File: src/rtl/piso_serializer_pkg.sv
// Shared FSM constants: serializer state encoding alongside the sequence-detector
// state and pattern constants that consume the serial stream.
package piso_serializer_pkg;

  typedef enum logic {
    PISO_IDLE  = 1'b0,
    PISO_SHIFT = 1'b1
  } piso_state_e;

  // Detector states track how many leading pattern bits have been matched.
  typedef enum logic [1:0] {
    SD_S0 = 2'd0,
    SD_S1 = 2'd1,
    SD_S2 = 2'd2,
    SD_S3 = 2'd3
  } sd_state_e;

  localparam int         SD_PATTERN_LEN = 4;
  localparam logic [3:0] SD_PATTERN     = 4'b0110;

endpackage

File: src/rtl/piso_serializer.sv
// Parallel-in serial-out shifter with valid/ready load handshake, gapless
// back-to-back streaming, synchronous flush and async active-low reset.
module piso_serializer
  import piso_serializer_pkg::*;
#(
  parameter int   WIDTH      = 8,
  parameter bit   MSB_FIRST  = 1'b1,
  parameter logic IDLE_LEVEL = 1'b0
) (
  input  logic             clk,
  input  logic             rst,
  input  logic [WIDTH-1:0] par_in,
  input  logic             par_valid,
  output logic             par_ready,
  input  logic             flush,
  output logic             data_out,
  output logic             bit_valid,
  output logic             last_bit,
  output logic             busy
);

  localparam int             CW       = $clog2(WIDTH);
  localparam logic [CW-1:0]  LAST_CNT = CW'(WIDTH - 1);

  piso_state_e      state_q, state_d;
  logic [CW-1:0]    count_q, count_d;
  logic [WIDTH-1:0] shreg_q, shreg_d;
  logic             data_out_q, data_out_d;
  logic             last_bit_q, last_bit_d;
  logic             load;

  function automatic logic head_bit(input logic [WIDTH-1:0] v);
    return MSB_FIRST ? v[WIDTH-1] : v[0];
  endfunction

  always_comb begin
    state_d = state_q;
    count_d = count_q;
    shreg_d = shreg_q;
    // Gating with rst keeps ready low while reset is held.
    par_ready = rst && ((state_q == PISO_IDLE) || last_bit_q);
    load      = par_valid && par_ready && !flush;

    if (flush) begin
      state_d = PISO_IDLE;
      count_d = '0;
      shreg_d = '0;
    end else if (load) begin
      state_d = PISO_SHIFT;
      count_d = '0;
      shreg_d = par_in;
    end else if (state_q == PISO_SHIFT) begin
      if (last_bit_q) begin
        state_d = PISO_IDLE;
        count_d = '0;
      end else begin
        count_d = count_q + CW'(1);
        shreg_d = MSB_FIRST ? {shreg_q[WIDTH-2:0], 1'b0} : {1'b0, shreg_q[WIDTH-1:1]};
      end
    end

    last_bit_d = (state_d == PISO_SHIFT) && (count_d == LAST_CNT);
    data_out_d = (state_d == PISO_SHIFT) ? head_bit(shreg_d) : IDLE_LEVEL;
  end

  always_ff @(posedge clk or negedge rst) begin
    if (!rst) begin
      state_q    <= PISO_IDLE;
      count_q    <= '0;
      shreg_q    <= '0;
      data_out_q <= IDLE_LEVEL;
      last_bit_q <= 1'b0;
    end else begin
      state_q    <= state_d;
      count_q    <= count_d;
      shreg_q    <= shreg_d;
      data_out_q <= data_out_d;
      last_bit_q <= last_bit_d;
    end
  end

  assign busy      = (state_q == PISO_SHIFT);
  assign bit_valid = busy;
  assign data_out  = data_out_q;
  assign last_bit  = last_bit_q;

endmodule

File: config.mk
export PLATFORM = sky130hd
export DESIGN_NAME = piso_serializer
export DESIGN_NICKNAME = d
export VERILOG_FILES = /design/src/rtl/piso_serializer_pkg.sv /design/src/rtl/piso_serializer.sv
export SDC_FILE = /design/constraint.sdc
export NUM_CORES = 1
export LEC_CHECK = 0
export ABC_AREA = 1
export CAP_MARGIN = 0
export CORE_MARGIN = 8
export CORE_UTILIZATION = 37
export CTS_CLUSTER_DIAMETER = 200
export DETAILED_ROUTE_END_ITERATION = 8
export GPL_ROUTABILITY_DRIVEN = 0
export PLACE_DENSITY = 0.64
export SYNTH_ARGS = -nofsm -noshare
export SYNTH_HDL_FRONTEND = slang
export SYNTH_SLANG_ARGS = --single-unit
File: constraint.sdc
create_clock -name clk -period 1.1 [get_ports clk]
set_input_delay 0.22 -clock clk [delete_from_list [all_inputs] [get_ports clk]]
set_output_delay 0.22 -clock clk [all_outputs]
set_load 0.02 [all_outputs]
**Yosys cells after proc, flatten, opt, wreduce, memory -nomap -nowiden**

Cells that the tools add are included.

- Reductions and logical operators: 8
- $add $sub $neg: 1
- Equality and inequality tests: 2
- Muxes and demuxes: 13
- Bitwise operators: 1

Operators by type and width:

| operator | number |
|---|---|
| 8-bit two-way mux | 4 |
| 3-bit two-way mux | 4 |
| 1-bit two-way mux | 5 |
| 1-bit logical AND | 4 |
| 3-bit by 1-bit adder with 3-bit output (second input constant) | 1 |
| 3-bit equality test (second input constant) | 1 |
| 3-bit by 2-bit inequality test with 1-bit output (second input constant) | 1 |
| 3-bit nonzero test | 1 |
| 2-bit AND reduction | 1 |
| 1-bit zero test | 1 |
| 1-bit logical OR | 1 |
| 1-bit NOT | 1 |

- Logic and storage cells: 31
- Output and inout port bits: 5
- Input port bits: 12
- Register bits: 14

**Depth between registers and ports, before layout**

Gate-level depths: netlist of run 1.

- Word-level depth: 9
- Mapped depth: 9
- Mapped depth without buffers: 8

**Worst setup path before layout of run 1**

Ideal clock, no wire load.

- Path type: register to output
- Start point: register state_q, in the netlist bit_valid
- End point: output port par_ready
- Arrival time: 1.130 ns
- Buffers on the path: 1
- Required time: 0.880 ns
- Setup slack: -0.250 ns
- Cell stages (with the launch flop): 5
- Path through: dfrtp_1 nand2_2 buf_6 inv_2 nor2_1

- Word-level cells in the longest chain between the ends: 3

Ends and longest elaborated chain:

| what | line | RTL |
|---|---|---|
| start: declaration | piso_serializer.sv:25 | `piso_state_e state_q, state_d;` |
| start signal: assignment | piso_serializer.sv:74 | `state_q <= state_d;` |
| 1-bit NOT | piso_serializer.sv:41 | `par_ready = rst && ((state_q == PISO_IDLE) \|\| last_bit_q);` |
| 1-bit logical OR | piso_serializer.sv:41 |  |
| 1-bit logical AND | piso_serializer.sv:41 |  |
| end: declaration | piso_serializer.sv:14 | `output logic par_ready,` |

No other way between the ends.

**Final worst setup path of run 1**

- Start point: register last_bit_q, in the netlist last_bit
- End point: register count_q[1]

- Word-level cells in the longest chain between the ends: 6
- Elaborated cells on any way between the ends: 8
- Classes of those cells: mux (4); reduce/logical (4)

Ends and longest elaborated chain:

| what | line | RTL |
|---|---|---|
| start: declaration | piso_serializer.sv:29 | `logic last_bit_q, last_bit_d;` |
| start signal: assignment | piso_serializer.sv:78 | `last_bit_q <= last_bit_d;` |
| 1-bit logical OR | piso_serializer.sv:41 |  |
| 1-bit logical AND | piso_serializer.sv:41 |  |
| 1-bit logical AND (2 in a row) | piso_serializer.sv:42 | `load = par_valid && par_ready && !flush;` |
| 3-bit two-way mux (*) | piso_serializer.sv:48 | `end else if (load) begin` |
| 3-bit two-way mux (*) | piso_serializer.sv:44 | `if (flush) begin` |
| named net count_d[1] | piso_serializer.sv:26 | `logic [CW-1:0] count_q, count_d;` |
| end signal: assignment | piso_serializer.sv:75 | `count_q <= count_d;` |
| end: declaration | piso_serializer.sv:26 |  |

The timed path passes the listed nets; every way through them passes the cells marked *.
A chain may end at the register's enable or synchronous reset.

==> metrics.cfg, run 1 <==
[synth]
synth_seq_area_share=0.452
ys_types=18
synth_ff_type=dfrtp_1
async_reset_ff_frac=1.00
synth-edff-count=0
synth_largest_area_cell=dfrtp_1
syn_inst=105
synth.most_common_cell=nand2_1
syn_area_per_cell_um2=7.39
ys_warn_count=0
ys_top_cells_by_count=nand2_1, inv_1, nor2_1
synth.area.top_cells=dfrtp_1, nand2_1, inv_1
synth_seq_cells=14
synthDominantCellAreaShare=0.452
synth_nets=118
netlist_area_um2=776

[timing]
worst-slew-pin-transition_ns=0.186
rsz0062_at_grt=true
max_clock_freq_mhz=788
period_share=1.15
fin_worst_skew_ns=0.00113
maxSlewViolCount=0
setup_slack_ns=-0.169
setup_viol_count_final=18
hold_viol_final=0
slew_headroom=0.876
period_needed_ns=1.27

[pwr]
leakage_uw=0.000615
ir_drop_mv=0.603
p_per_area_nw_per_um2=881

[global_routing]
grtUsageMet3=0.0329
grt_use_met2=0.189
grt_max_degree=17
grt_overflow=0
grt_pass1_vias=744
grt_antenna_before_repair=0
met1_usage=0.128
track_usage=0.111
busiest_layer=met2
grt_pass1_wl_mm=3.20

[setup_path]
crit_path_start_kind=register
slowest_stage=dfrtp_2
cp_data_required_time_ns=1.31
critPathMaxStageDelay_ns=0.43
reg2reg_from=last_bit
path_class=reg -> reg
critPathLaunch=last_bit
cp-end-kind=register
cp_max_fo=6
crit_arrival_ns=1.48
crit_chain=inv_4 > nand2_4 > buf_6 > nand3_4 > nand2_4 > buf_4 > buf_6 > nor2_2

[routing]
drc_errors=0
first_pass_iters=4
dr_total_vias=721
via_per_inst=4.34
routed_wl_mm=1.81
final_antenna_net_count=0
first_iter_violations=16
wl_per_cell_um=10.9

[place]
place_ws_ns=-0.562
place_hpwl_mm=1.22
io_buffers=16

[clock_tree]
cts_buffer_depth=2
cts_tree=done
root_buffer=clkbuf_4
hold_buffers=0
cts_buffers=3
htree_levels=1
clk_pin_slew_ns=0.08
clock-sinks=14
clk-insertion-delay-late_ns=0.27

[run]
drv_cap=0

[layout]
drive_gt1_frac=0.324
final_util=0.610
synthToLayoutAreaGrowth_pct=54.4
diodes=0
nNetsFinal=154

[floorplanning]
die_h_um=61.8
die_w_um=61.8
rows=16
initial_core_util=0.395
core_area_um2=1960
ioPinCount=17
die-area_um2=3820

[status]
violations=negative setup slack
status=finished, violations left

[min_path]
hold_class=in -> async

[cell type report]
type                       instances  area, µm²
clock buffer                       3       22.5
sequential                        14        353
fill                             186        764
timing repair buffer              33        319
tap                               27       33.8
multi-input combinational         64        368
inverter                          25        101
[timing repair]
action,CTS,global route
setup buffers,9,3
gates resized for setup,35,15
pin swaps,5,8
setup endpoints to repair,19,18
[worst max-delay path: cells and delay by family, from the launching register on]
family,cells,cell delay [ns]
buf+inv,4,0.43
flops,1,0.43
simple gates,4,0.34
[stage by stage]
stage	area, µm²	setup TNS (ns)	instances	total power, µW	hold slack [ns]
after floorplan	791	-0.260	105	638	-0.0756
after global placement	1030	-7.07	154	729	0.456
after detailed placement	1030	-7.32	154	731	0.459
after CTS	1150	-2.02	166	1050	0.0355
after global routing	1200	-3.53	166	1120	0.0429
final	1200	-2.13	166	1060	0.0419
[flip-flops by register name, summed over array words and instances (netlist names)]
signal,count
shreg_q,8
data_out,1
count_q,3
last_bit,1
bit_valid,1
[cell families after synthesis]
| group | count (synthesis) | share of synthesized area |
|---|---|---|
| AND/OR/NAND/NOR | 55 | 0.315 |
| flip-flops | 14 | 0.452 |
| buffers and inverters | 27 | 0.145 |
| AO/OA/AOI/OAI | 8 | 0.0726 |
| adder cells (fa/ha/maj) | 1 | 0.0161 |
[path summary, 6_finish.rpt]
path | end | slack, ns | cells past startpoint
setup / recovery | count_q[1] | -0.17 | 8
hold / removal | count_q[2] | 0.04 | 2
setup reg to reg | count_q[1] | -0.17 | 8
hold reg to reg | shreg_q[2] | 0.47 | 2
max in group asynchronous | bit_valid | 0.92 | 2
min in group clk | shreg_q[2] | 0.47 | 2
[layer usage]
layer  routed length [µm]  vias to the layer above
met5                    0                        -
met3                  111                        2
met4                   16                        0
met1                  804                      319
met2                  873                       20
li1                     -                      380
[power breakdown]
part | switching (µW) | total [µW] | internal, µW
combinational | 114 | 233 | 119
sequential | 9.40 | 539 | 530
clock | 156 | 283 | 127
[cells in the final DEF (no fill, tap or decap)]
| master | netlist | routed |
|---|---|---|
| nand3_2 | 0 | 1 |
| clkbuf_4 | 0 | 3 |
| ha_1 | 1 | 1 |
| dlygate4sd2_1 | 0 | 1 |
| inv_1 | 23 | 21 |
| inv_4 | 0 | 1 |
| nand3_4 | 1 | 1 |
| buf_4 | 1 | 13 |
| o22ai_2 | 0 | 1 |
| nand4_1 | 1 | 1 |
| dfrtp_1 | 14 | 12 |
| dfrtp_2 | 0 | 2 |
| o21bai_1 | 6 | 6 |
| nand2_4 | 1 | 2 |
| nor2_1 | 17 | 10 |
| nor2_2 | 0 | 4 |
| nand3_1 | 3 | 2 |
| inv_2 | 1 | 1 |
| buf_6 | 1 | 6 |
| nand2_1 | 30 | 29 |
| clkinv_1 | 1 | 1 |
| nand2_2 | 1 | 1 |
| buf_12 | 0 | 2 |
| clkdlybuf4s50_1 | 0 | 10 |
| nor2_4 | 1 | 4 |
| clkinv_4 | 0 | 1 |
| buf_2 | 0 | 1 |
| a21oi_2 | 0 | 1 |
No activity file was read; power rests on OpenSTA's default activity.
==> inputs of run 2 (changes only) <==
--- a/config.mk
+++ b/config.mk
@@ -12,6 +12,7 @@
 export CTS_CLUSTER_DIAMETER = 200
 export DETAILED_ROUTE_END_ITERATION = 8
 export GPL_ROUTABILITY_DRIVEN = 0
+export GPL_TIMING_DRIVEN = 0
 export PLACE_DENSITY = 0.64
 export SYNTH_ARGS = -nofsm -noshare
 export SYNTH_HDL_FRONTEND = slang
==> run 2 against run 1 <==
Net effect:
- the run ends with negative hold slack, negative setup slack left
- sequential power about the same
- non-clock buffer count is 4 higher
- die area unchanged
- worst setup slack got worse by 0.12 ns
- worst hold slack got worse by 0.078 ns
- design area increased by 4.4%
- first-iteration DRC count up 44%
- combinational power rose by 4%
- via count increased by 2.8%
- total power increased by 8.9%
- register-to-register slack about the same
==> metrics.cfg, run 2 (same netlist as run 1, synthesis figures left out) <==
[run]
drv_cap=0  ; unchanged

[global_routing]
grt_max_degree=18  ; was 17
grt_pass1_vias=673  ; was 744
grt_overflow=0  ; unchanged
track_usage=0.102  ; was 0.111
grt_pass1_wl_mm=2.91  ; was 3.20 mm
grt_antenna_before_repair=0  ; unchanged

[setup_path]
rrSetupSlack_ns=-0.18  ; was -0.17 ns
crit_path_start_kind=register  ; unchanged
worstRegToRegCells=7  ; was 8
cp-end-kind=primary output  ; was register
reg2reg_from=bit_valid  ; was last_bit
cp_data_required_time_ns=0.88  ; was 1.31 ns
crit-reg2reg-capture=shreg_q[5]  ; was count_q[1]
cp_max_fo=3  ; was 6
path_class=reg -> out  ; was reg -> reg
crit_arrival_ns=1.17  ; was 1.48 ns

[pwr]
power_uw=1150  ; was 1060 µW
leakage_uw=0.000645  ; was 0.000615 µW
ir_drop_mv=0.823  ; was 0.603 mV
p_per_area_nw_per_um2=920  ; was 881 nW/µm²

[timing]
hold_viol_final=14  ; was 0
worst-slew-pin-transition_ns=0.442  ; was 0.186 ns
max_clock_freq_mhz=721  ; was 788 MHz
period_needed_ns=1.39  ; was 1.27 ns
rsz0062_at_grt=true  ; unchanged
whs_ns=-0.0358  ; was 0.0419 ns
setup_viol_count_final=18  ; unchanged
slew_headroom=0.705  ; was 0.876
setup_slack_ns=-0.287  ; was -0.169 ns
fin_worst_skew_ns=0.00626  ; was 0.00113 ns
maxSlewViolCount=0  ; unchanged
period_share=1.26  ; was 1.15

[clock_tree]
cts_tree=done  ; unchanged
htree_levels=1  ; unchanged
clk-insertion-delay-late_ns=0.28  ; was 0.27 ns
clk_pin_slew_ns=0.09  ; was 0.08 ns
clock-sinks=14  ; unchanged
cts_buffer_depth=2  ; unchanged
root_buffer=clkbuf_4  ; unchanged
cts_buffers=3  ; unchanged

[status]
status=finished, violations left  ; unchanged
violations=negative hold slack, negative setup slack  ; was negative setup slack

[routing]
first_pass_iters=4  ; unchanged
first_iter_violations=23  ; was 16
wl_per_cell_um=11.0  ; was 10.9 µm
drc_errors=0  ; unchanged
final_antenna_net_count=0  ; unchanged
dr_total_vias=741  ; was 721
via_per_inst=4.33  ; was 4.34
routed_wl_mm=1.88  ; was 1.81 mm

[floorplanning]
initial_core_util=0.395  ; unchanged
die_w_um=61.8  ; unchanged
die_h_um=61.8  ; unchanged
ioPinCount=17  ; unchanged
die-area_um2=3820  ; unchanged
core_area_um2=1960  ; unchanged
rows=16  ; unchanged

[min_path]
hold_class=in -> async  ; unchanged

[layout]
synthToLayoutAreaGrowth_pct=61.1  ; was 54.4%
diodes=0  ; unchanged
top_register=shreg_q  ; unchanged
reg_top3=shreg_q: 8 flops, count_q: 3 flops  ; unchanged
layout_commonest_cell=nand2_1  ; unchanged
final_cell_mix=nand2_1, inv_1, buf_4, nor2_1, dfrtp_1  ; was nand2_1, inv_1, buf_4, dfrtp_1
drive_gt1_frac=0.347  ; was 0.324
nNetsFinal=158  ; was 154
largest_reg_flops=8  ; unchanged

[place]
place_ws_ns=-1.25  ; was -0.562 ns
io_buffers=16  ; unchanged
place_hpwl_mm=1.14  ; was 1.22 mm

==> run 2: repair_timing <==
| action | in CTS | in global routing |
|---|---|---|
| buffers inserted | 8 | 11 |
| pin swaps | 3 | 7 |
| endpoints found under the hold margin | 14 | 14 |
| gates resized for setup | 40 | 15 |
| setup endpoints to repair | 19 | 18 |
==> run 2: final cells by class <==
cell class | instances | area [µm²]
clock buffers | 4 | 36.3
repair buffers | 35 | 325
plain buffers | 2 | 26.3
flip-flops and latches | 14 | 353
well taps | 27 | 33.8
fillers | 161 | 712
inverters | 25 | 110
multi-input cells | 64 | 365
==> run 2: metrics by stage <==
stage	cells	area, µm²	hold slack (ns)	utilization	setup TNS (ns)
after floorplan	105	791	-0.0756	-	-0.260
after global placement	148	985	0.456	0.502	-15.80
after detailed placement	148	985	0.460	0.502	-15.10
after CTS	160	1120	-0.0233	0.569	-2.49
after global routing	171	1250	-0.0131	0.637	-3.87
final	171	1250	-0.0358	0.637	-2.68
==> run 2: worst max-delay path, stage by stage, from the launching register on <==
cell,delay (ns)
dfrtp_2,0.45
nand2_4,0.09
buf_8,0.11
clkinv_8,0.04
nor2_4,0.07
buf_6,0.12
==> run 2: how the worst max path moves through the flow <==
stage	from	endpoint	slack, ns	depth (start not counted)
final	bit_valid	par_ready	-0.29	5
after floorplan	bit_valid	par_ready	-0.05	4
after global placement	rst	par_ready	-1.27	4
after detailed placement	rst	par_ready	-1.25	4
after CTS	bit_valid	par_ready	-0.27	5
after global routing	bit_valid	par_ready	-0.33	5
==> run 2: report_power, final <==
group	internal (µW)	switching [µW]	total, µW
registers	530	10.2	540
clock network	201	166	367
logic	124	119	242
==> run 2: layer usage <==
metal / global-route usage / wire length, µm / vias to the layer above
li1: - / - / 390
met1: 0.127 / 898 / 330
met2: 0.164 / 865 / 18
met3: 0.0288 / 100 / 3
met4: 0.0390 / 19 / 0
met5: 0 / 0 / -
==> RTL edit 1, RTL diff (settings of run 2) <==
Make the reset (`rst`) synchronous in one clocked block. Comments in the files are not updated.
--- a/src/rtl/piso_serializer.sv
+++ b/src/rtl/piso_serializer.sv
@@ -65,3 +65,3 @@
 
-  always_ff @(posedge clk or negedge rst) begin
+  always_ff @(posedge clk) begin
     if (!rst) begin
Behaviour: differs if rst is asserted again (counterexample within 4 cycles, from zero or initial values and one cycle with rst low); with rst held inactive, the same outputs for 10 cycles.
==> RTL edit 1 against run 2 <==
The run ends with setup timing left; non-clock buffer count fell by 17; cell area fell by 25%; sequential cell count fell by 1; worst hold slack improved by 0.47 ns; global-route usage fell by 0.83 points; power fell by 19%; critical path type unchanged; worst setup slack improved by 0.22 ns; wire length fell by 22%; combinational power fell by 34%; largest power group unchanged; synthesized area fell by 11%.
==> RTL edit 1: results (changes against run 2) <==
* Register area share after synthesis at 37.7% (-7.5 points)
* Adder-cell share of the synthesized area at 1.81% (+0.20 points)
* Reg power frac at 51.2% (+4.2 points)
* WL met3 at 63 um (-37%)
* Max IR drop VDD at 0.000496 V (-40%)
* Logic power comb at 0.159 mW (-34%)
* Top cells by area, synth: dfxtp_1, nand2_1, nand3_1
* Routed wire per std cell at 9.97 um (-9.5%)
* DRT iter0 DRCs at 22 (-4.3%)
* Global routing met1 resource utilization at 10.5% (-2.2 points)
* Final period util at 106% (-20 points)
* First-pass GRT wire length at 2.59 mm (-11%)
* M3 GR Usage at 1.95% (-0.93 points)
* Detailed Place HPWL at 1.15 mm (+0.60%)
* Inst Count DP at 142 (-4.1%)
* Synth top cells by count: nand2_1, nor2_1, nand3_1
* Largest registers: shreg_q (7), count_q (3)
* R2r startpoint: bit_valid$_SDFF_PN0_
* Crit path arrival time at 0.95 ns (-0.22 ns)
* Ys async rst share at 0% (-100 points)
* Max incr delay on CP at 0.37 ns (-0.08 ns)
* Violated checks: setup timing
* Mapped Nets at 114 (-3.4%)
* FF-to-FF path depth at 6 (-1)
* Top_reg_cell synth: dfxtp_1
* Yosys cell types at 16 (-2)
* GRT Resource Usage Total at 9.41% (-0.83 points)
* Status: finished, violations left
* Met1 wire length at 649 um (-28%)
* Total power at 0.935 mW (-19%)
* CP max FO at 4 (+1)
* Slew @ Worst Pin at 0.245 ns (-0.197 ns)
* Final setup violation count at 3 (-15)
* Final WS setup at -0.0692 ns (+0.217 ns)
* Min-Delay Path Class: input port to register
* Cells after Synth at 101 (-3.8%)
## RTL edit 1: metrics by stage
| stage | cell area, um2 | setup TNS [ns] | util, % | hold WS, ns | worst slack (ns) |
|---|---|---|---|---|---|
| final | 940 | -0.0735 | 53.8 | 0.431 | -0.0692 |
| after global routing | 940 | -0.777 | 53.8 | 0.474 | -0.118 |
| after CTS | 935 | -0.148 | 53.5 | 0.436 | -0.106 |
| after detailed placement | 887 | -6.40 | 50.8 | 0.479 | -0.707 |
| after global placement | 887 | -6.33 | 50.8 | 0.475 | -0.710 |
| after floorplan | 696 | 0 | - | 0.361 | 0.0375 |
## RTL edit 1: repair_timing
item,4_1_cts,5_1_grt
hold buffers,0,0
gates cloned,0,0
buffers inserted,2,0
setup endpoints to repair,17,14
pin swaps,3,2
gates resized for setup,31,2
## RTL edit 1: worst paths after layout
path	slack (ns)	to
worst max-delay path	-0.07	par_ready
worst min-delay path	0.43	count_q[1]$_SDFF_PN0_
worst max register to register	0	last_bit$_SDFF_PN0_
worst min register to register	0.49	shreg_q[0]$_SDFFE_PP0P_
## RTL edit 1: logic make-up (layout without fill, tap and decap cells)
| family | after synthesis | in the layout |
|---|---|---|
| flip-flops | 13 | 13 |
| AO/OA/AOI/OAI | 4 | 4 |
| AND/OR/NAND/NOR | 66 | 66 |
| buffers and inverters | 17 | 39 |
| adder cells (fa/ha/maj) | 1 | 1 |
## RTL edit 1: cell type report
class	instances	area, um2
inverters	15	58.8
clock buffers	4	26.3
flip-flops and latches	13	268
well taps	25	31.3
multi-input cells	71	372
plain buffers	2	18.8
repair buffers	18	165
fillers	192	806
## RTL edit 1: critical path: cells and delay by family (launching register included)
kind          cells  cell delay [ns]
flops             1             0.37
simple gates      2             0.14
buf+inv           2             0.16
==> RTL edit 2, RTL diff (flow settings as in run 2) <==
Without the edit above. Change the parameter `WIDTH` from 8 to 16.
--- a/src/rtl/piso_serializer.sv
+++ b/src/rtl/piso_serializer.sv
@@ -5,3 +5,3 @@
 #(
-  parameter int   WIDTH      = 8,
+  parameter int   WIDTH      = 16,
   parameter bit   MSB_FIRST  = 1'b1,
Interface: changed (resized par_in); port bits go from 17 to 25. The function was not compared with the original's and may differ.
==> RTL edit 2 against run 2 <==
The flow still finishes with violations (hold timing, setup timing); cell area is 39% higher; wire length grew 61%; power rose by 40%; synthesized area increased by 60%; global-route usage up 1.7 points; critical path type unchanged; register-to-register slack got worse by 0.08 ns; clock skew hardly changed; sequential cell count up 9; via count is 55% higher; first-iteration DRC count rose to 3.7 times the old value; worst setup slack got worse by 0.065 ns.
==> RTL edit 2: results (changes against run 2) <==
* Layout Utilization at 53.0% (-11 points)
* Detailed Place HPWL at 1.98 mm (+73%)
* Crit path arrival time at 1.23 ns (+0.06 ns)
* First-pass GRT wire length at 5.17 mm (+78%)
* R2r setup slk at -0.26 ns (-0.08 ns)
* Largest registers: shreg_q (16), count_q (4)
* Max IR drop VDD at 0.000359 V (-56%)
* CTS clk-pin slew, worst paths at 0.13 ns (+0.04 ns)
* Clock buffer count at 3 (-1)
* WL final at 3.02 mm (+61%)
* Violated checks: hold timing, setup timing
* Cts repair resizes at 39 (-2.5%)
* GRT Resource Usage Total at 12.0% (+1.7 points)
* CP Launch Point: last_bit$_DFF_PN0_
* Buffering overhead at 22.9% (-5.3 points)
* Register area share after synthesis at 46.5% (+1.3 points)
* Final hold vios at 23 (+9)
* Worst hold margin at -0.0888 ns (-0.0530 ns)
* Dpl cell area at 0.00155 mm2 (+58%)
* Multi-Input Combinational at 113 (+77%)
* Synth top cells by count: nand2_1, inv_1, dfrtp_1
* RR Endpoint: count_q[3]$_DFF_PN0_
* Status: finished, violations left
* Clk cell area share at 1.58% (-1.3 points)
* Leading cell kind: sequential cells
* Inverters at 27 (+8.0%)
* Post-Syn Area at 0.00124 mm2 (+60%)
* Final WS setup at -0.351 ns (-0.0646 ns)
* Cells after Synth at 168 (+60%)
* Non-filler cells in the finished layout at 255 (+49%)
* FF-to-FF path depth at 8 (+1)
* Fraction of layout instances using a drive strength above 1 at 22.0% (-13 points)
* Clock Skews at 0.00672 ns (+0.000462 ns)
* Layout area overhead at 40.4%
* DRT iter0 DRCs at 86 (+270%)
* Buffers excl. clock at 42 (+14%)
* Largest net degree at the start of global routing at 27 (+9)
* Final setup violation count at 25 (+7)
* Sequential Area at 578 um2 (+64%)
* Fillers at 322 (+100%)
* Inst Count DP at 238 (+61%)
[RTL edit 2: cell types whose count changed after synthesis, moves of 3 or more]
cell | before | now
nand2_1 | 30 | 72
dfrtp_1 | 14 | 23
o21ai_0 | 0 | 7
o21ai_1 | 0 | 7
o21bai_1 | 6 | 0
nor2_1 | 17 | 12
inv_1 | 23 | 26
nand3_1 | 3 | 6
[RTL edit 2: kinds of logic after synthesis]
group / share of synthesized area [%]
buffers and inverters: 12.0
AND/OR/NAND/NOR: 34.0
AO/OA/AOI/OAI: 6.46
adder cells (fa/ha/maj): 1.01
flip-flops: 46.5
[RTL edit 2: where the power goes]
| part | switching (mW) | internal, mW |
|---|---|---|
| clock | 0.255 | 0.136 |
| sequential | 0.0164 | 0.871 |
| combinational | 0.168 | 0.166 |
[RTL edit 2: per-layer routing]
metal	up-vias	wire length, um	track usage [%]
met3	2	119	2.86
li1	585	-	-
met4	0	27	5.54
met5	-	0	0
met2	13	1530	19.8
met1	546	1350	14.1
